File: src/rtl/board_pkg.sv
// Shared constants and FSM state type for the board-state RAM arbiter.
package board_pkg;

  localparam int unsigned BOARD_DIM       = 10;
  localparam int unsigned CELLS_PER_BOARD = 100;
  localparam int unsigned MEM_DEPTH       = 200;
  localparam int unsigned ADDR_W          = 8;

  localparam logic [1:0] CELL_WATER = 2'd0;
  localparam logic [1:0] CELL_SHIP  = 2'd1;
  localparam logic [1:0] CELL_HIT   = 2'd2;
  localparam logic [1:0] CELL_MISS  = 2'd3;

  typedef enum logic {
    S_IDLE,
    S_CLEAR
  } arb_state_t;

endpackage

File: src/rtl/board_addr_calc.sv
// Combinational (board, row, col) to RAM address mapping with range check.
module board_addr_calc #(
  parameter int unsigned BOARD_DIM = 10,
  parameter int unsigned ADDR_W    = 8
) (
  input  logic              board,
  input  logic [3:0]        row,
  input  logic [3:0]        col,
  output logic [ADDR_W-1:0] addr,
  output logic              in_range
);
  import board_pkg::*;

  logic [ADDR_W-1:0] row_x;
  logic [ADDR_W-1:0] col_x;
  logic [ADDR_W-1:0] base;

  always_comb begin
    row_x    = ADDR_W'(row);
    col_x    = ADDR_W'(col);
    base     = board ? ADDR_W'(CELLS_PER_BOARD) : '0;
    // ROW*10 as shift-add keeps this a pure adder tree
    addr     = base + (row_x << 3) + (row_x << 1) + col_x;
    in_range = (32'(row) < BOARD_DIM) && (32'(col) < BOARD_DIM);
  end

endmodule

File: src/rtl/board_mem_arbiter.sv
// Single-port board RAM scheduler: video reads > clear sweep > round-robin writers.
module board_mem_arbiter #(
  parameter int unsigned BOARD_DIM = 10,
  parameter int unsigned ADDR_W    = 8
) (
  input  logic              CLOCK_50,
  input  logic              Reset,
  input  logic              VID_REQ,
  input  logic              VID_BOARD,
  input  logic [3:0]        VID_ROW,
  input  logic [3:0]        VID_COL,
  output logic [1:0]        VID_DATA,
  output logic              VID_VALID,
  input  logic              WR0_REQ,
  input  logic              WR0_BOARD,
  input  logic [3:0]        WR0_ROW,
  input  logic [3:0]        WR0_COL,
  input  logic [1:0]        WR0_DATA,
  output logic              WR0_ACK,
  input  logic              WR1_REQ,
  input  logic              WR1_BOARD,
  input  logic [3:0]        WR1_ROW,
  input  logic [3:0]        WR1_COL,
  input  logic [1:0]        WR1_DATA,
  output logic              WR1_ACK,
  output logic              WR_ERR,
  input  logic              CLR_START,
  output logic              CLR_BUSY,
  output logic [ADDR_W-1:0] MEM_ADDR,
  output logic              MEM_WE,
  output logic [1:0]        MEM_WDATA,
  input  logic [1:0]        MEM_RDATA
);
  import board_pkg::*;

  localparam logic [ADDR_W-1:0] LAST_ADDR = ADDR_W'(2 * BOARD_DIM * BOARD_DIM - 1);

  logic [ADDR_W-1:0] vid_addr, wr0_addr, wr1_addr;
  logic              vid_inr, wr0_inr, wr1_inr;

  board_addr_calc #(.BOARD_DIM(BOARD_DIM), .ADDR_W(ADDR_W)) u_vid_addr (
    .board(VID_BOARD), .row(VID_ROW), .col(VID_COL), .addr(vid_addr), .in_range(vid_inr)
  );
  board_addr_calc #(.BOARD_DIM(BOARD_DIM), .ADDR_W(ADDR_W)) u_wr0_addr (
    .board(WR0_BOARD), .row(WR0_ROW), .col(WR0_COL), .addr(wr0_addr), .in_range(wr0_inr)
  );
  board_addr_calc #(.BOARD_DIM(BOARD_DIM), .ADDR_W(ADDR_W)) u_wr1_addr (
    .board(WR1_BOARD), .row(WR1_ROW), .col(WR1_COL), .addr(wr1_addr), .in_range(wr1_inr)
  );

  arb_state_t        state, state_next;
  logic [ADDR_W-1:0] clr_cnt, clr_cnt_next;
  logic              last_wr, last_wr_next;
  logic              vid_gnt, clr_gnt, wr0_gnt, wr1_gnt;
  logic              wr0_elig, wr1_elig;
  logic              vid_pend, vid_oor;

  // Grants are gated by Reset so the RAM port stays quiet while reset is held.
  always_comb begin
    vid_gnt   = 1'b0;
    clr_gnt   = 1'b0;
    wr0_gnt   = 1'b0;
    wr1_gnt   = 1'b0;
    wr0_elig  = WR0_REQ && !WR0_ACK;
    wr1_elig  = WR1_REQ && !WR1_ACK;
    MEM_ADDR  = '0;
    MEM_WE    = 1'b0;
    MEM_WDATA = CELL_WATER;
    last_wr_next = last_wr;

    if (Reset) begin
      if (VID_REQ) begin
        vid_gnt = 1'b1;
      end else if (state == S_CLEAR) begin
        clr_gnt = 1'b1;
      end else if (wr0_elig && wr1_elig) begin
        wr0_gnt = last_wr;
        wr1_gnt = !last_wr;
      end else begin
        wr0_gnt = wr0_elig;
        wr1_gnt = wr1_elig;
      end
    end

    if (vid_gnt) begin
      MEM_ADDR = vid_addr;
    end else if (clr_gnt) begin
      MEM_ADDR = clr_cnt;
      MEM_WE   = 1'b1;
    end else if (wr0_gnt) begin
      MEM_ADDR     = wr0_addr;
      MEM_WE       = wr0_inr;
      MEM_WDATA    = WR0_DATA;
      last_wr_next = 1'b0;
    end else if (wr1_gnt) begin
      MEM_ADDR     = wr1_addr;
      MEM_WE       = wr1_inr;
      MEM_WDATA    = WR1_DATA;
      last_wr_next = 1'b1;
    end
  end

  always_comb begin
    state_next   = state;
    clr_cnt_next = clr_cnt;
    case (state)
      S_IDLE: begin
        if (CLR_START) begin
          state_next   = S_CLEAR;
          clr_cnt_next = '0;
        end
      end
      S_CLEAR: begin
        if (clr_gnt) begin
          if (clr_cnt == LAST_ADDR) begin
            state_next   = S_IDLE;
            clr_cnt_next = '0;
          end else begin
            clr_cnt_next = clr_cnt + 1'b1;
          end
        end
      end
      default: state_next = S_IDLE;
    endcase
  end

  always_ff @(posedge CLOCK_50) begin
    if (!Reset) begin
      state     <= S_IDLE;
      clr_cnt   <= '0;
      last_wr   <= 1'b1;
      WR0_ACK   <= 1'b0;
      WR1_ACK   <= 1'b0;
      WR_ERR    <= 1'b0;
      vid_pend  <= 1'b0;
      vid_oor   <= 1'b0;
      VID_VALID <= 1'b0;
      VID_DATA  <= CELL_WATER;
    end else begin
      state     <= state_next;
      clr_cnt   <= clr_cnt_next;
      last_wr   <= last_wr_next;
      WR0_ACK   <= wr0_gnt;
      WR1_ACK   <= wr1_gnt;
      WR_ERR    <= (wr0_gnt && !wr0_inr) || (wr1_gnt && !wr1_inr);
      vid_pend  <= vid_gnt;
      vid_oor   <= !vid_inr;
      VID_VALID <= vid_pend;
      if (vid_pend) begin
        VID_DATA <= vid_oor ? CELL_WATER : MEM_RDATA;
      end
    end
  end

  assign CLR_BUSY = (state == S_CLEAR);

endmodule

File: config.mk
export PLATFORM = sky130hd
export DESIGN_NAME = board_mem_arbiter
export DESIGN_NICKNAME = d
export VERILOG_FILES = /design/src/rtl/board_pkg.sv /design/src/rtl/board_addr_calc.sv /design/src/rtl/board_mem_arbiter.sv
export SDC_FILE = /design/constraint.sdc
export NUM_CORES = 1
export LEC_CHECK = 0
export CAP_MARGIN = 10
export CORE_MARGIN = 2
export CORE_UTILIZATION = 40
export CTS_CLUSTER_DIAMETER = 120
export DETAILED_ROUTE_END_ITERATION = 8
export GPL_ROUTABILITY_DRIVEN = 1
export PLACE_DENSITY = 0.7
export SLEW_MARGIN = 20
export SYNTH_ARGS = -nofsm -noshare
export SYNTH_HDL_FRONTEND = slang
export SYNTH_SLANG_ARGS = --single-unit
File: constraint.sdc
create_clock -name CLOCK_50 -period 3 [get_ports CLOCK_50]
set_clock_uncertainty 0.2 [all_clocks]
set_input_delay 0.3 -clock CLOCK_50 [delete_from_list [all_inputs] [get_ports CLOCK_50]]
set_output_delay 0.3 -clock CLOCK_50 [all_outputs]
set_load 0.05 [all_outputs]
==> load_flow_metrics.sql, run 1 <==
INSERT INTO impl_metrics (metric_group, metric, value, unit) VALUES
('setup_path', 'crit_path_end_kind', 'output port', ''),
('clocking', 'cts_made_buffers', '3', ''),
('routing', 'drt_first_iter_violations', '139', ''),
('logic_synthesis', 'synth.ff_latch_count', '18', ''),
('run_status', 'failed_checks', 'setup timing', ''),
('logic_synthesis', 'synth_async_reset_ratio', '0', '%'),
('grt', 'overflow', '0', ''),
('cells_and_area', 'area_delta_synth_final', '58.5', '%'),
('routing', 'post-route-drc-count', '0', ''),
('clocking', 'h-tree-depth', '1', ''),
('place', 'numPortBuffers', '56', ''),
('timing', 'min_period', '3.04', 'ns'),
('timing', 'timing.setup.tns', '-0.0353', 'ns'),
('pwr', 'leakage', '1.28', 'nW'),
('logic_synthesis', 'ys_dominant_reg_cell', 'dfxtp_1', ''),
('job', 'max_cap_viol_count', '0', ''),
('grt', 'groute.usage.overall', '19.8', '%'),
('clocking', 'clk_sinks', '18', ''),
('pwr', 'total_power_per_unit_cell_area', '348', 'nW/µm²'),
('pwr', 'ir_worst_vdd', '188', 'µV'),
('cells_and_area', 'finalNetCount', '371', ''),
('floorplan', 'placement_rows', '24', ''),
('routing', 'routed-via-count', '1904', ''),
('routing', 'drt-wirelength-per-cell', '14.3', 'µm'),
('timing', 'fin_ws', '-0.0353', 'ns'),
('timing', 'maximum_achievable_frequency', '329', 'MHz'),
('setup_path', 'worst-endpoint-required', '2.50', 'ns'),
('logic_synthesis', 'synth.yosys.seq_area_share', '19.3', '%'),
('floorplan', 'die_h', '72.3', 'µm'),
('clocking', 'cts_tree', 'done', ''),
('grt', 'antenna_found_initial', '0', ''),
('floorplan', 'die_area', '5230', 'µm²'),
('logic_synthesis', 'mappedNetlistNets', '284', ''),
('pwr', 'report.power.total', '1.03', 'mW'),
('setup_path', 'crit_type', 'in2out', ''),
('cells_and_area', 'share_of_cells_above_drive_strength_1', '32.0', '%'),
('logic_synthesis', 'netlist_area', '1870', 'µm²'),
('place', 'dp.cells', '341', ''),
('timing', 'worst-slew-pin-transition', '0.496', 'ns'),
('timing', 'finalSetupViolations', '1', ''),
('setup_path', 'cp_max_fo', '2', ''),
('timing', 'timing.final.hold_violations', '0', ''),
('min_path', 'hold_path.class', 'reg2reg', ''),
('cells_and_area', 'final_standard_cell_area_without_fillers', '2960', 'µm²'),
('grt', 'via_count_of_the_first_global_routing_pass', '1899', ''),
('floorplan', 'design.core.area', '4410', 'µm²'),
('place', 'detailed_place_hpwl', '4000', 'µm'),
('logic_synthesis', 'synth_largest_type_area_fraction', '19.3', '%'),
('logic_synthesis', 'yosysTopAreaCell', 'dfxtp_1', ''),
('grt', 'pin_count_of_the_biggest_net_entering_global_routing', '11', ''),
('cells_and_area', 'layout.cells.most_common', 'buf_4', ''),
('timing', 'slew_headroom', '66.8', '%'),
('logic_synthesis', 'netlist-cell-type-count', '48', ''),
('timing', 'rsz0062_at_grt', 'true', ''),
('grt', 'grt_pass1_wl', '8420', 'µm'),
('timing', 'layout_worst_path_cycle_share', '101', '%'),
('clocking', 'clk_transition_reported_paths', '0.06', 'ns'),
('clocking', 'ctsHoldBuffers', '0', ''),
('clocking', 'clockRootBuffer', 'clkbuf_8', ''),
('floorplan', 'pin_count', '57', ''),
('logic_synthesis', 'synth-edff-count', '0', ''),
('routing', 'finalWirelength', '4930', 'µm'),
('logic_synthesis', 'synth.top_cells.by_area', 'dfxtp_1 19%, ha_1 19%, fa_1 9.6%', ''),
('cells_and_area', 'final_core_util', '67.1', '%'),
('setup_path', 'startpoint_type_of_the_worst_setup_path', 'primary input', ''),
('logic_synthesis', 'synthesis.area_per_instance', '8.98', 'µm²'),
('routing', 'per_cell_via_count_in_the_routed_design', '5.50', ''),
('clocking', 'maximum_root_to_sink_buffer_count', '2', ''),
('logic_synthesis', 'postSynthCellCount', '208', ''),
('clocking', 'insertion_delay', '0.26', 'ns'),
('setup_path', 'arrival', '2.54', 'ns'),
('routing', 'drt_pre_antenna_iters', '7', ''),
('run_status', 'run_status', 'finished, violations left', ''),
('floorplan', 'start_util', '42.3', '%'),
('logic_synthesis', 'warnings_synthesis', '0', ''),
('cells_and_area', 'n_antenna_cell', '0', ''),
('cells_and_area', 'fin_cells', '346', ''),
('place', 'gpl.final_weighted_congestion', '0.853', ''),
('routing', 'detail-route-antenna-nets', '0', ''),
('cells_and_area', 'top_library_cells_by_usage_in_the_layout_fill_and_taps_aside', '33 x buf_4, 25 x clkdlybuf4s50_1, 20 x ha_1', ''),
('place', 'placement.cell_area', '2790', 'µm²'),
('timing', 'timing_max_transition_violations_final', '0', ''),
('floorplan', 'die_x', '72.3', 'µm');
[repair_timing]
action                     in CTS  in global routing
setup buffers                   0                  1
pin swaps                      27                 26
setup endpoints to repair       5                  4
gates resized for setup        66                 25
[metrics by stage]
| stage | worst slack [ns] | hold slack (ns) |
|---|---|---|
| 2_1_floorplan | -0.0641 | 0.257 |
| 3_3_place_gp | -0.525 | 0.255 |
| 3_5_place_dp | -0.537 | 0.270 |
| 4_1_cts | -0.0683 | 0.279 |
| 5_1_grt | -0.128 | 0.318 |
| 6_report | -0.0353 | 0.274 |
[state kept, by name, summed over array words and instances, names as in the netlist]
name and flops:
clr_cnt 8, vid_pend 1, VID_DATA 2, WR0_ACK 1, VID_VALID 1, WR1_ACK 1
vid_oor 1, WR_ERR 1, last_wr 1, CLR_BUSY 1
[cell families (layout without fill, tap and decap cells)]
family | after synthesis | after routing | share of synthesized area, %
adder cells (fa/ha/maj) | 37 | 37 | 28.4
AO/OA/AOI/OAI | 73 | 73 | 27.8
XOR/XNOR | 9 | 9 | 4.22
AND/OR/NAND/NOR | 56 | 56 | 15.9
multiplexers | 1 | 1 | 0.603
flip-flops | 18 | 18 | 19.3
buffers and inverters | 14 | 100 | 3.82
[critical path: stages]
cell and delay (ns):
buf_8 0.10, fa_1 0.51, ha_4 0.19, fa_2 0.33, a21o_1 0.19, a21oi_2 0.14
xnor2_1 0.15, a22oi_2 0.10, a221oi_4 0.34, buf_12 0.18
[power breakdown]
part | leakage (nW) | internal, mW | switching (mW)
logic | 1.10 | 0.292 | 0.287
clock network | 0.0288 | 0.117 | 0.0827
registers | 0.147 | 0.247 | 0.00753
[layer usage]
metal | GRT usage (%) | vias up | share of wire [%] | wire [µm]
met1 | 26.9 | 884 | 46 | 2250
li1 | - | 958 | - | -
met5 | 0 | - | 0 | 0
met2 | 33.2 | 56 | 47 | 2340
met4 | 4.61 | 0 | 1.1 | 53
met3 | 2.64 | 6 | 5.9 | 292
[synthesized netlist by cell type (all sizes together) (2+ instances only)]
master and count:
nand2 16, a21oi 18, nor3b 5, nand2b 4
xnor2 6, and2 3, nor2 11, o41ai 2
o21ai 19, inv 8, nand3 4, o21bai 2
xor2 3, buf 4, nand3b 4, nor2b 2
dfxtp 18, a21o 7, and3 4, a31oi 3
a222oi 3, ha 28, a221oi 3, a211oi 3
fa 9, a22o 3
[area by class of cell]
class | instances | area [µm²]
Clock buffer | 4 | 55.1
Fill cell | 353 | 1450
Inverter | 9 | 33.8
Multi-Input combinational cell | 176 | 1600
Sequential cell | 18 | 360
Tap cell | 52 | 65.1
Timing Repair Buffer | 87 | 851
[final timing paths]
| path | from | end | slack [ns] | cells after the start |
|---|---|---|---|---|
| max | WR1_BOARD | MEM_ADDR[6] | -0.04 | 10 |
| min | VID_DATA[0] | VID_DATA[0] | 0.27 | 2 |
| max reg2reg | clr_cnt[0] | clr_cnt[6] | 1.08 | 6 |
| min reg2reg | VID_DATA[0] | VID_DATA[0] | 0.27 | 2 |
(Power assumes the default switching activity.)
==> run 2: changes to the inputs <==
Settings changed: MAX_ROUTING_LAYER from default to met4.
==> load_flow_metrics.sql, run 2 (same netlist as run 1, synthesis figures left out) <==
INSERT INTO impl_metrics (metric_group, metric, value, unit) VALUES
('run_status', 'run_status', 'finished, violations left', ''),
('run_status', 'failed_checks', 'setup timing', ''),
('timing', 'rsz0062_at_grt', 'true', ''),
('setup_path', 'worst-endpoint-required', '2.50', 'ns'),
('clocking', 'h-tree-depth', '1', ''),
('routing', 'per_cell_via_count_in_the_routed_design', '5.62', ''),
('timing', 'timing_max_transition_violations_final', '0', ''),
('place', 'gpl.final_weighted_congestion', '0.900', ''),
('floorplan', 'die_h', '72.3', 'µm'),
('pwr', 'netSwitchingPower', '381', 'µW'),
('timing', 'fin_ws', '-0.0930', 'ns'),
('routing', 'detail-route-antenna-nets', '0', ''),
('floorplan', 'placement_rows', '24', ''),
('routing', 'post-route-drc-count', '0', ''),
('cells_and_area', 'share_of_cells_above_drive_strength_1', '31.8', '%'),
('grt', 'via_count_of_the_first_global_routing_pass', '1931', ''),
('timing', 'min_period', '3.09', 'ns'),
('timing', 'timing.final.hold_violations', '0', ''),
('routing', 'routed-via-count', '1956', ''),
('clocking', 'ctsHoldBuffers', '0', ''),
('pwr', 'ir_worst_vdd', '186', 'µV'),
('cells_and_area', 'fin_cells', '348', ''),
('cells_and_area', 'top_regs', 'clr_cnt x8, VID_DATA x2', ''),
('grt', 'grt_pass1_wl', '8630', 'µm'),
('setup_path', 'arrival', '2.59', 'ns'),
('grt', 'pin_count_of_the_biggest_net_entering_global_routing', '11', ''),
('floorplan', 'die_area', '5230', 'µm²'),
('floorplan', 'start_util', '42.3', '%'),
('cells_and_area', 'largest_register_ffs', '8', ''),
('place', 'dp.cells', '340', ''),
('timing', 'timing.setup.tns', '-0.0930', 'ns'),
('setup_path', 'crit_path_end_kind', 'output port', ''),
('clocking', 'clockRootBuffer', 'clkbuf_8', ''),
('cells_and_area', 'finalNetCount', '373', ''),
('clocking', 'insertion_delay', '0.25', 'ns'),
('timing', 'finalSetupViolations', '1', ''),
('cells_and_area', 'top_library_cells_by_usage_in_the_layout_fill_and_taps_aside', '35 x buf_4, 25 x clkdlybuf4s50_1, 20 x ha_1', ''),
('place', 'placement.cell_area', '2780', 'µm²'),
('min_path', 'hold_path.class', 'reg2reg', ''),
('place', 'numPortBuffers', '56', ''),
('timing', 'worst-slew-pin-transition', '0.502', 'ns'),
('clocking', 'cts_tree', 'done', ''),
('timing', 'layout_worst_path_cycle_share', '103', '%'),
('pwr', 'p_int', '658', 'µW'),
('pwr', 'total_power_per_unit_cell_area', '351', 'nW/µm²'),
('floorplan', 'pin_count', '57', ''),
('routing', 'drt_pre_antenna_iters', '4', ''),
('pwr', 'p_sw_share', '36.7', '%'),
('floorplan', 'die_x', '72.3', 'µm'),
('cells_and_area', 'layout.cells.most_common', 'buf_4', ''),
('grt', 'overflow', '0', ''),
('routing', 'drt_first_iter_violations', '112', ''),
('grt', 'antenna_found_initial', '0', ''),
('job', 'max_cap_viol_count', '0', ''),
('clocking', 'clk_sinks', '18', ''),
('pwr', 'leakage', '1.29', 'nW'),
('clocking', 'cts_made_buffers', '3', ''),
('setup_path', 'crit_type', 'in2out', ''),
('timing', 'maximum_achievable_frequency', '323', 'MHz'),
('cells_and_area', 'n_antenna_cell', '0', ''),
('routing', 'drt-wirelength-per-cell', '15.1', 'µm'),
('setup_path', 'cp_max_fo', '2', ''),
('place', 'detailed_place_hpwl', '4150', 'µm'),
('cells_and_area', 'area_delta_synth_final', '58.5', '%'),
('floorplan', 'design.core.area', '4410', 'µm²'),
('clocking', 'clk_transition_reported_paths', '0.07', 'ns'),
('clocking', 'maximum_root_to_sink_buffer_count', '2', ''),
('routing', 'finalWirelength', '5270', 'µm'),
('cells_and_area', 'regMostFlops', 'clr_cnt', ''),
('setup_path', 'startpoint_type_of_the_worst_setup_path', 'primary input', ''),
('pwr', 'share_seq_of_total_power', '24.4', '%'),
('pwr', 'power.combinational.fraction', '56.4', '%'),
('pwr', 'clock_power_share', '19.2', '%'),
('timing', 'slew_headroom', '66.4', '%'),
('grt', 'groute.usage.overall', '21.3', '%'),
('cells_and_area', 'final_standard_cell_area_without_fillers', '2960', 'µm²');
==> run 2: what timing repair did <==
action / CTS / global route
pin swaps: 26 / 22
endpoints found under the hold margin: 0 / 0
setup buffers: 1 / 4
endpoints found under the setup margin: 5 / 3
resized for setup: 64 / 17
==> run 2: area by class of cell <==
| type | count | area (µm²) |
|---|---|---|
| flip-flops and latches | 18 | 360 |
| well taps | 52 | 65.1 |
| clock buffers | 4 | 55.1 |
| repair buffers | 89 | 856 |
| multi-input cells | 176 | 1590 |
| inverters | 9 | 33.8 |
| fillers | 396 | 1450 |
==> run 2: worst paths after layout <==
path,from,slack (ns),cells after the start,endpoint
setup / recovery,WR0_COL[2],-0.09,10,MEM_ADDR[6]
hold / removal,VID_DATA[1],0.27,2,VID_DATA[1]
setup reg to reg,clr_cnt[0],1.01,6,clr_cnt[3]
hold reg to reg,VID_DATA[1],0.27,2,VID_DATA[1]
==> run 2: through the flow <==
| stage | utilization, % | hold WS (ns) | setup slack [ns] | total power, mW |
|---|---|---|---|---|
| floorplan | - | 0.257 | -0.0641 | 0.558 |
| global placement | 63.0 | 0.255 | -0.535 | 0.781 |
| detailed placement | 63.0 | 0.258 | -0.605 | 0.789 |
| CTS | 65.8 | 0.269 | -0.0910 | 1.01 |
| global route | 67.1 | 0.297 | -0.194 | 1.10 |
| finish | 67.1 | 0.268 | -0.0930 | 1.04 |
==> run 2: per-layer routing <==
metal  track usage (%)  part of all wire [%]  vias to the layer above
met5                 -                     0                        -
met1              26.3                    43                      926
met3              2.78                   6.5                        9
met4              5.03                   1.7                        0
met2              37.0                    49                       61
li1                  -                     -                      960
==> run 2: critical path, cell delays in order <==
cell and delay, ns:
buf_6 0.10, fa_1 0.48, ha_2 0.21, fa_2 0.34, a21o_1 0.17, a21oi_2 0.15
xnor2_1 0.16, a22oi_2 0.13, a221oi_4 0.37, buf_12 0.18
==> run 2: power by group through the flow <==
stage          Clock, mW  Combinational, mW  Sequential, mW
6_report           0.199              0.585           0.254
5_1_grt            0.211              0.633           0.255
4_1_cts            0.201              0.556           0.254
3_5_place_dp           0              0.530           0.259
3_3_place_gp           0              0.522           0.259
2_1_floorplan          0              0.284           0.274
